==> src/rtl/dvs_pkg.sv <==
// Shared definitions for the event-camera packet decoder.
package dvs_pkg;

    localparam int         PKT_LEN       = 7;
    localparam logic [7:0] SYNC_BYTE_DEF = 8'hA5;

    typedef enum logic [1:0] {
        ST_HUNT    = 2'd0,
        ST_PAYLOAD = 2'd1,
        ST_CHECK   = 2'd2,
        ST_STALL   = 2'd3
    } state_t;

    typedef struct packed {
        logic [8:0]  x;
        logic [8:0]  y;
        logic        pol;
        logic [15:0] ts;
    } evt_t;

    function automatic logic [7:0] sat_inc8(input logic [7:0] v);
        return (v == 8'hFF) ? v : v + 8'd1;
    endfunction

endpackage

==> src/rtl/event_out_reg.sv <==
// One-entry output holding register with valid/ready handshake; 1-cycle load latency.
// in_rdy = !out_vld || out_rdy, so a held entry is only replaced on the cycle it is consumed.
module event_out_reg #(
    parameter int WIDTH = 8
) (
    input  logic             clk,
    input  logic             rst,
    input  logic             in_vld,
    input  logic [WIDTH-1:0] in_dat,
    output logic             in_rdy,
    output logic             out_vld,
    output logic [WIDTH-1:0] out_dat,
    input  logic             out_rdy
);

    logic             vld_q, vld_d;
    logic [WIDTH-1:0] dat_q, dat_d;

    always_comb begin
        vld_d = vld_q;
        dat_d = dat_q;
        if (in_vld) begin
            vld_d = 1'b1;
            dat_d = in_dat;
        end else if (out_rdy) begin
            vld_d = 1'b0;
        end
    end

    always_ff @(posedge clk or posedge rst) begin
        if (rst) begin
            vld_q <= 1'b0;
            dat_q <= '0;
        end else begin
            vld_q <= vld_d;
            dat_q <= dat_d;
        end
    end

    assign in_rdy  = !vld_q || out_rdy;
    assign out_vld = vld_q;
    assign out_dat = dat_q;

endmodule

==> src/rtl/event_stream_driver.sv <==
// Decodes 7-byte sync/checksum packets from a UART byte stream into DVS events; 1 cycle from last byte to event_valid.
// Stalls the byte stream (byte_ready low) on the checksum byte while an unconsumed event is held.
module event_stream_driver
    import dvs_pkg::*;
#(
    parameter int         SENSOR_RES     = 320,
    parameter logic [7:0] SYNC_BYTE      = SYNC_BYTE_DEF,
    parameter int         TIMEOUT_CYCLES = 1200
) (
    input  logic        clk,
    input  logic        rst,
    input  logic        byte_valid,
    input  logic [7:0]  byte_data,
    output logic        byte_ready,
    output logic        event_valid,
    output logic [8:0]  event_x,
    output logic [8:0]  event_y,
    output logic        event_polarity,
    output logic [15:0] event_ts,
    input  logic        event_ready,
    output logic [7:0]  pkt_ok_count,
    output logic [7:0]  pkt_err_count,
    output logic [1:0]  dbg_state
);

    localparam int                IDLE_W    = $clog2(TIMEOUT_CYCLES + 1);
    localparam logic [IDLE_W-1:0] IDLE_LAST = IDLE_W'(TIMEOUT_CYCLES - 1);
    localparam logic [9:0]        RES_LIM   = 10'(SENSOR_RES);
    localparam logic [2:0]        LAST_IDX  = 3'(PKT_LEN - 2);

    state_t            state_q, state_d;
    logic [2:0]        idx_q, idx_d;
    logic [7:0]        cks_q, cks_d;
    logic [IDLE_W-1:0] idle_q, idle_d;
    logic [4:0][7:0]   pl_q, pl_d;
    logic [7:0]        ok_q, ok_d, err_q, err_d;

    logic                    byte_acc;
    logic                    timeout;
    logic                    pkt_good;
    logic                    evt_in_rdy;
    logic                    evt_load_vld;
    evt_t                    cand;
    evt_t                    evt_out;
    logic [$bits(evt_t)-1:0] evt_out_dat;

    // Payload is a shift register: after B5, pl_q[4] holds B1 and pl_q[0] holds B5.
    assign cand = evt_t'({pl_q[2][0], pl_q[4], pl_q[2][1], pl_q[3], pl_q[2][2], pl_q[1], pl_q[0]});

    assign pkt_good = (byte_data == cks_q)
                   && (pl_q[2][7:3] == 5'd0)
                   && ({1'b0, cand.x} < RES_LIM)
                   && ({1'b0, cand.y} < RES_LIM);

    assign timeout = (idle_q == IDLE_LAST);

    always_comb begin
        byte_ready = 1'b0;
        if (!rst) begin
            case (state_q)
                ST_HUNT, ST_PAYLOAD: byte_ready = 1'b1;
                ST_CHECK:            byte_ready = evt_in_rdy;
                default:             byte_ready = 1'b0;
            endcase
        end
    end

    assign byte_acc = byte_valid && byte_ready;

    always_comb begin
        state_d      = state_q;
        idx_d        = idx_q;
        cks_d        = cks_q;
        idle_d       = idle_q;
        pl_d         = pl_q;
        ok_d         = ok_q;
        err_d        = err_q;
        evt_load_vld = 1'b0;
        case (state_q)
            ST_HUNT: begin
                idx_d  = 3'd0;
                cks_d  = 8'd0;
                idle_d = '0;
                if (byte_acc && byte_data == SYNC_BYTE) begin
                    state_d = ST_PAYLOAD;
                    idx_d   = 3'd1;
                end
            end
            ST_PAYLOAD: begin
                if (byte_acc) begin
                    pl_d   = {pl_q[3:0], byte_data};
                    cks_d  = cks_q ^ byte_data;
                    idx_d  = idx_q + 3'd1;
                    idle_d = '0;
                    if (idx_q == LAST_IDX) state_d = ST_CHECK;
                end else if (timeout) begin
                    state_d = ST_HUNT;
                    err_d   = sat_inc8(err_q);
                end else begin
                    idle_d = idle_q + 1'b1;
                end
            end
            ST_CHECK: begin
                if (byte_acc) begin
                    state_d = ST_HUNT;
                    if (pkt_good) begin
                        evt_load_vld = 1'b1;
                        ok_d         = sat_inc8(ok_q);
                    end else begin
                        err_d = sat_inc8(err_q);
                    end
                end else if (byte_valid) begin
                    // Checksum byte is waiting behind an unconsumed event.
                    state_d = ST_STALL;
                end else if (timeout) begin
                    state_d = ST_HUNT;
                    err_d   = sat_inc8(err_q);
                end else begin
                    idle_d = idle_q + 1'b1;
                end
            end
            ST_STALL: begin
                if (event_valid && event_ready) state_d = ST_CHECK;
            end
            default: state_d = ST_HUNT;
        endcase
    end

    always_ff @(posedge clk or posedge rst) begin
        if (rst) begin
            state_q <= ST_HUNT;
            idx_q   <= 3'd0;
            cks_q   <= 8'd0;
            idle_q  <= '0;
            pl_q    <= '0;
            ok_q    <= 8'd0;
            err_q   <= 8'd0;
        end else begin
            state_q <= state_d;
            idx_q   <= idx_d;
            cks_q   <= cks_d;
            idle_q  <= idle_d;
            pl_q    <= pl_d;
            ok_q    <= ok_d;
            err_q   <= err_d;
        end
    end

    event_out_reg #(
        .WIDTH($bits(evt_t))
    ) u_out (
        .clk    (clk),
        .rst    (rst),
        .in_vld (evt_load_vld),
        .in_dat (cand),
        .in_rdy (evt_in_rdy),
        .out_vld(event_valid),
        .out_dat(evt_out_dat),
        .out_rdy(event_ready)
    );

    assign evt_out        = evt_t'(evt_out_dat);
    assign event_x        = evt_out.x;
    assign event_y        = evt_out.y;
    assign event_polarity = evt_out.pol;
    assign event_ts       = evt_out.ts;
    assign pkt_ok_count   = ok_q;
    assign pkt_err_count  = err_q;
    assign dbg_state      = state_q;

endmodule

==> config.mk <==
export PLATFORM = sky130hd
export DESIGN_NAME = event_stream_driver
export DESIGN_NICKNAME = d
export VERILOG_FILES = /design/src/rtl/dvs_pkg.sv /design/src/rtl/event_out_reg.sv /design/src/rtl/event_stream_driver.sv
export SDC_FILE = /design/constraint.sdc
export NUM_CORES = 1
export LEC_CHECK = 0
export BUFFER_PORTS_ARGS = -buffer_cell sky130_fd_sc_hd__buf_2
export CORE_UTILIZATION = 57
export CTS_BUF_LIST = sky130_fd_sc_hd__clkbuf_16
export DETAILED_ROUTE_END_ITERATION = 7
export PLACE_DENSITY = 0.79
export SYNTH_ARGS = -nofsm -noshare
export SYNTH_HDL_FRONTEND = slang
export SYNTH_SLANG_ARGS = --single-unit
==> constraint.sdc <==
create_clock -name clk -period 4.1 [get_ports clk]
set_input_delay 0.41 -clock clk [delete_from_list [all_inputs] [get_ports clk]]
set_output_delay 0.41 -clock clk [all_outputs]
set_load 0.05 [all_outputs]
=== Word level (Yosys, flattened, before mapping) ===
Cells that the tools add are included.

* Register bits: 116
* Input port bits: 12

* Equality and inequality tests: 18
* Multiplexer cells: 32
* Bitwise operators: 2
* Reduce and logical (&&, ||, !) cells: 21
* $add $sub $neg: 4
* Magnitude comparators: 2

{| class="wikitable"
|+ Operator list
! operator !! count
|-
| two-way mux 8 bit || 7
|-
| two-way mux 11 bit || 4
|-
| one-hot mux 11 bit (3 select lines) || 1
|-
| one-hot mux 8 bit (2 select lines) || 2
|-
| == test 8 bit, second input constant || 3
|-
| < comparator 9 bit, second input constant || 2
|-
| adder 8 x 1 -> 8 bit, second input constant || 2
|-
| two-way mux 2 bit || 7
|-
| inequality test 2 bit, second input constant || 6
|-
| adder 11 x 1 -> 11 bit, second input constant || 1
|-
| == test 11 bit, second input constant || 1
|-
| inequality test 3 bit, second input constant || 3
|-
| == test 8 bit || 1
|-
| one-hot mux 2 bit (4 select lines) || 1
|-
| AND reduction 4 bit || 2
|-
| XOR 8 bit || 1
|-
| two-way mux 1 bit || 7
|-
| logical AND 1 bit || 6
|-
| one-hot mux 3 bit (2 select lines) || 1
|-
| AND reduction 3 bit || 2
|-
| nonzero test 2 bit || 3
|-
| logical NOT 5 bit || 1
|-
| == test 2 bit, second input constant || 2
|-
| AND reduction 2 bit || 2
|-
| 11 further kinds || 11
|}

=== Logic depth before layout (Yosys ltp) ===
* Depth in word-level cells: 8
* Mapped depth: 9
* Gate-level depth less buffers: 8

=== Cells and area by module ===
A second synthesis with hierarchy kept.

* Cells, all modules: 499
* Area total of the unflattened synthesis: 5420.2 µm²

{| class="wikitable"
|+ By module, submodules not included
! module !! instances !! cells each !! area an instance (µm²)
|-
| event_stream_driver || 1 || 421 || 3928.8
|-
| event_out_reg || 1 || 78 || 1491.4
|}

=== Worst setup path before layout ===
OpenSTA, ideal clock, no wires.

* Kind: input to register
* From: input port rst
* To: register state_q[1] (netlist: dbg_state[1])
* Setup slack: 674 ps
* Stages: 5
* Library setup time: 77 ps
* Buffers on the path: 0
* Arrival time: 3350 ps
* Path through: inv_1 nand2_1 a21boi_0 a311oi_1 o21ai_1

* Word-level cells in the longest chain between the ends: 5
* Elaborated cells between the ends (all ways): 9
* Classes of those cells: eq/ne (2); mux (4); reduce/logical (3)

{| class="wikitable"
|+ Ends and longest elaborated chain
! element !! line !! text
|-
| start: declaration || event_stream_driver.sv:11 || <nowiki>input logic rst,</nowiki>
|-
| two-way mux 1 bit (*) || event_stream_driver.sv:59 || <nowiki>if (!rst) begin</nowiki>
|-
| logical AND 1 bit (*) || event_stream_driver.sv:68 || <nowiki>assign byte_acc = byte_valid && byte_ready;</nowiki>
|-
| logical AND 1 bit || event_stream_driver.sv:84 || <nowiki>if (byte_acc && byte_data == SYNC_BYTE) begin</nowiki>
|-
| inequality test 2 bit (no line) || - ||
|-
| AND reduction 3 bit (no line) || - ||
|-
| end signal: assignment || event_stream_driver.sv:139 || <nowiki>state_q <= state_d;</nowiki>
|-
| end: declaration || event_stream_driver.sv:31 || <nowiki>state_t state_q, state_d;</nowiki>
|}

Every way passes the cells marked *; elsewhere a longest branch is shown, timed or not.
A chain may end at the register's enable or synchronous reset.

=== Worst setup path in the final report ===
* From: register state_q[1] (netlist: dbg_state[1])
* To: register err_q[1] (netlist: pkt_err_count[1])

* Word-level cells in the longest chain between the ends: 7
* Elaborated cells between the ends (all ways): 14
* Classes of those cells: eq/ne (5); mux (4); reduce/logical (5)

{| class="wikitable"
|+ Ends and longest elaborated chain
! element !! line !! text
|-
| == test 2 x 1 -> 1 bit / logical NOT 2 bit (equally long branches) || event_stream_driver.sv:60, event_stream_driver.sv:79 ||
|-
| OR reduction 2 bit || event_stream_driver.sv:60 || <nowiki>case (state_q)</nowiki>
|-
| one-hot mux 1 bit (2 select lines) || event_stream_driver.sv:60 ||
|-
| two-way mux 1 bit || event_stream_driver.sv:59 ||
|-
| logical AND 1 bit || event_stream_driver.sv:68 ||
|-
| inequality test 3 bit (no line), or another cell as far along || - ||
|-
| AND reduction 4 bit (no line) / one-hot mux 8 bit (2 select lines) (equally long branches) || - ||
|-
| end signal: assignment || event_stream_driver.sv:145 || <nowiki>err_q <= err_d;</nowiki>
|-
| end: declaration || event_stream_driver.sv:36 || <nowiki>logic [7:0] ok_q, ok_d, err_q, err_d;</nowiki>
|}

Parallel ways exist; a longest one is shown, timed or not.

==> out/metrics.cfg <==
[floorplanning]
start_util = 0.587
die_w_um = 96.8
die_h_um = 96.8
ios = 67
die_area_um2 = 9370
rows = 34
coreArea_um2 = 8720

[routing]
wl_um = 10400
ant_nets = 0
viasPerCell = 5.60
drc = 0
dr.first_iter.drc_count = 170
vias = 3844
drtPass1Iterations = 5
post_drt_wl_per_cell_um = 15.2

[sta]
skew_ns = 0.0119
fmax_ghz = 0.365
period_share = 0.668
whs_ns = 0.188
finalSetupViolCount = 0
final_max_slew_viol_count = 0
fin_crit_ns = 2.74
rsz0062_at_grt = no
slew_headroom = 0.484
finalHoldViolations = 0
tightestPinTransition_ns = 0.774
setup_tns_ns = 0

[finish]
syn_to_final_growth_pct = 19.3
drive_above_1_share = 0.252
antenna_cells = 0
finalNetCount = 588

[critical_path]
critical_path_class = flip-flop to flip-flop
cp_top_family = compound AO/OA/AOI/OAI gates
cp.arrival_ns = 3.03
max_stage_delay_ns = 0.44
cp-end-kind = flip-flop
r2r_slack_ns = 1.36
crit_chain = inv_1 -> ha_1 -> or2_4 -> o2111ai_4 -> nor4_4 -> buf_4 -> a211o_2 -> nor2_1 -> mux2_1
required_ns = 4.39
rr_startpoint = dbg_state[1]
cp-startpoint = dbg_state[1]
cp_max_fo = 21
cp_slowest_cell = dfrtp_1
critPathBufInv = 2
startpoint_type = flip-flop

[yosys]
synthesis.area_um2 = 5120
synthTopCellsByArea = dfrtp_1, nand2_1, mux2_2
ys_async_sr_fraction = 1.00
synth_warnings = 0
syn_inst = 492
yosysTopAreaCellShare = 0.567
ys.flop_type = dfrtp_1
synth_top_cell_by_area = dfrtp_1
ys_ff_latch = 116
synth_seq_area_share = 0.567
syn_nets = 514
yosysUniqueCellTypes = 43
synth.avg_cell_area_um2 = 10.4
synth_edf_count = 0

[job]
cap_violations = 0

[clock_tree]
clockBufferDepth = 2
cts_buffers = 17
cts_tree = built
cts_root_buf = clkbuf_16
cts_resized = 0
hold_buffers = 0
htree_num_levels = 4
cts_setup_buffers = 0
cts_sinks = 116
clkLatencyLatePin_ns = 0.41
clk_pin_slew_ns = 0.05

[power_and_ir_drop]
p_per_area_nw_per_um2 = 600
ir_drop_uv = 395
p_leak_nw = 3.20

[status]
status = completed

[placed_design]
port_buffers = 66
dp.final_hpwl_um = 6890
place_congestion = 0.896

[global_route]
grt_usage = 0.239
grt_pass1_wl_um = 17800
grt_max_degree = 68
antenna_found_initial = 0
grt_pass1_vias = 3797
grt_overflow = 0

[hold_path]
min_path_type = input pin to asynchronous set/reset pin

cell usage in the layout (no fill, tap or decap), drive strengths merged, types with 9 or more instances in the layout:
cell      n
nor3     10
nand4     9
nand3    13
mux2     40
buf      71
a21oi    10
dfrtp   116
o21ai    31
ha       10
clkbuf   17
xnor2    14
nand2   140
nor2     27
per-layer routing:
| layer | global-route usage | wire length, µm | vias to the layer above |
|---|---|---|---|
| li1 | - | - | 1824 |
| met5 | 0 | 0 | - |
| met2 | 0.392 | 5220 | 109 |
| met1 | 0.304 | 4630 | 1899 |
| met3 | 0.0679 | 464 | 12 |
| met4 | 0.0850 | 121 | 0 |
worst register-to-register path, delay by kind of cell (launching register included):
| kind | cells | cell delay (ns) |
|---|---|---|
| and+or+nand+nor | 3 | 0.58 |
| muxes | 1 | 0.35 |
| AOI/OAI and AO/OA | 2 | 0.63 |
| adders and majority gates | 1 | 0.29 |
| DFF | 1 | 0.44 |
| buffers and inverters | 2 | 0.32 |
logic make-up (layout without fill, tap and decap cells):
logic type / Yosys count / count (layout) / synth area share
AO/OA/AOI/OAI: 52 / 52 / 0.0613
buffers and inverters: 21 / 108 / 0.0166
adder cells (fa/ha/maj): 10 / 10 / 0.0244
AND/OR/NAND/NOR: 230 / 230 / 0.203
multiplexers: 41 / 41 / 0.0899
flip-flops: 116 / 116 / 0.567
XOR/XNOR: 22 / 22 / 0.0376
path summary, 6_finish.rpt:
check,endpoint,cells past startpoint
worst max-delay path,pkt_err_count[1],9
worst min-delay path,u_out.out_dat[7],2
worst max register to register,pkt_err_count[1],9
worst min register to register,cand[27],2
max in group asynchronous,u_out.out_dat[3],3
min in group clk,cand[2],3
through the flow:
step,instance area [µm²],std cells,setup slack (ns),util,total power [mW]
floorplan,5120,492,0.599,-,2.11
global placement,5570,655,1.50,0.638,2.29
detailed placement,5570,655,1.37,0.638,2.33
CTS,6110,687,1.37,0.701,3.69
global route,6110,687,1.22,0.701,3.87
finish,6110,687,1.36,0.701,3.67
cell type report:
class,instances,area [µm²]
Fill cell,650,2610
Tap cell,108,135
Clock inverter,15,118
Sequential cell,116,2900
Multi-Input combinational cell,355,2140
Timing Repair Buffer,71,368
Inverter,5,21.3
Clock buffer,17,425
power by group:
group,switching [mW],internal (mW)
Sequential,0.201,1.37
Clock,0.516,0.822
Combinational,0.495,0.258
state kept, by name, summed over array words and instances, names as in the netlist:
| signal | cells |
|---|---|
| cand | 35 |
| cks_q | 8 |
| dbg_state | 2 |
| idle_q | 11 |
| idx_q | 3 |
| pkt_err_count | 8 |
| pkt_ok_count | 8 |
| pl_q | 5 |
| u_out.out_dat | 35 |
| u_out.out_vld | 1 |
cells in the mapped netlist (2+ instances only):
master,n
dfrtp_1,116
nand2_1,140
inv_1,5
nand2b_1,8
buf_2,5
xor2_1,8
mux2_1,4
ha_1,10
a21oi_1,10
nor3_1,9
and3_1,8
nor2_1,26
nand4_1,9
xnor2_1,14
mux2_2,36
or3_1,4
o21ai_0,30
nand3_1,13
nor4bb_1,2
clkbuf_1,11
nor2b_1,2
Note: power is estimated with default switching activity, not from simulation.
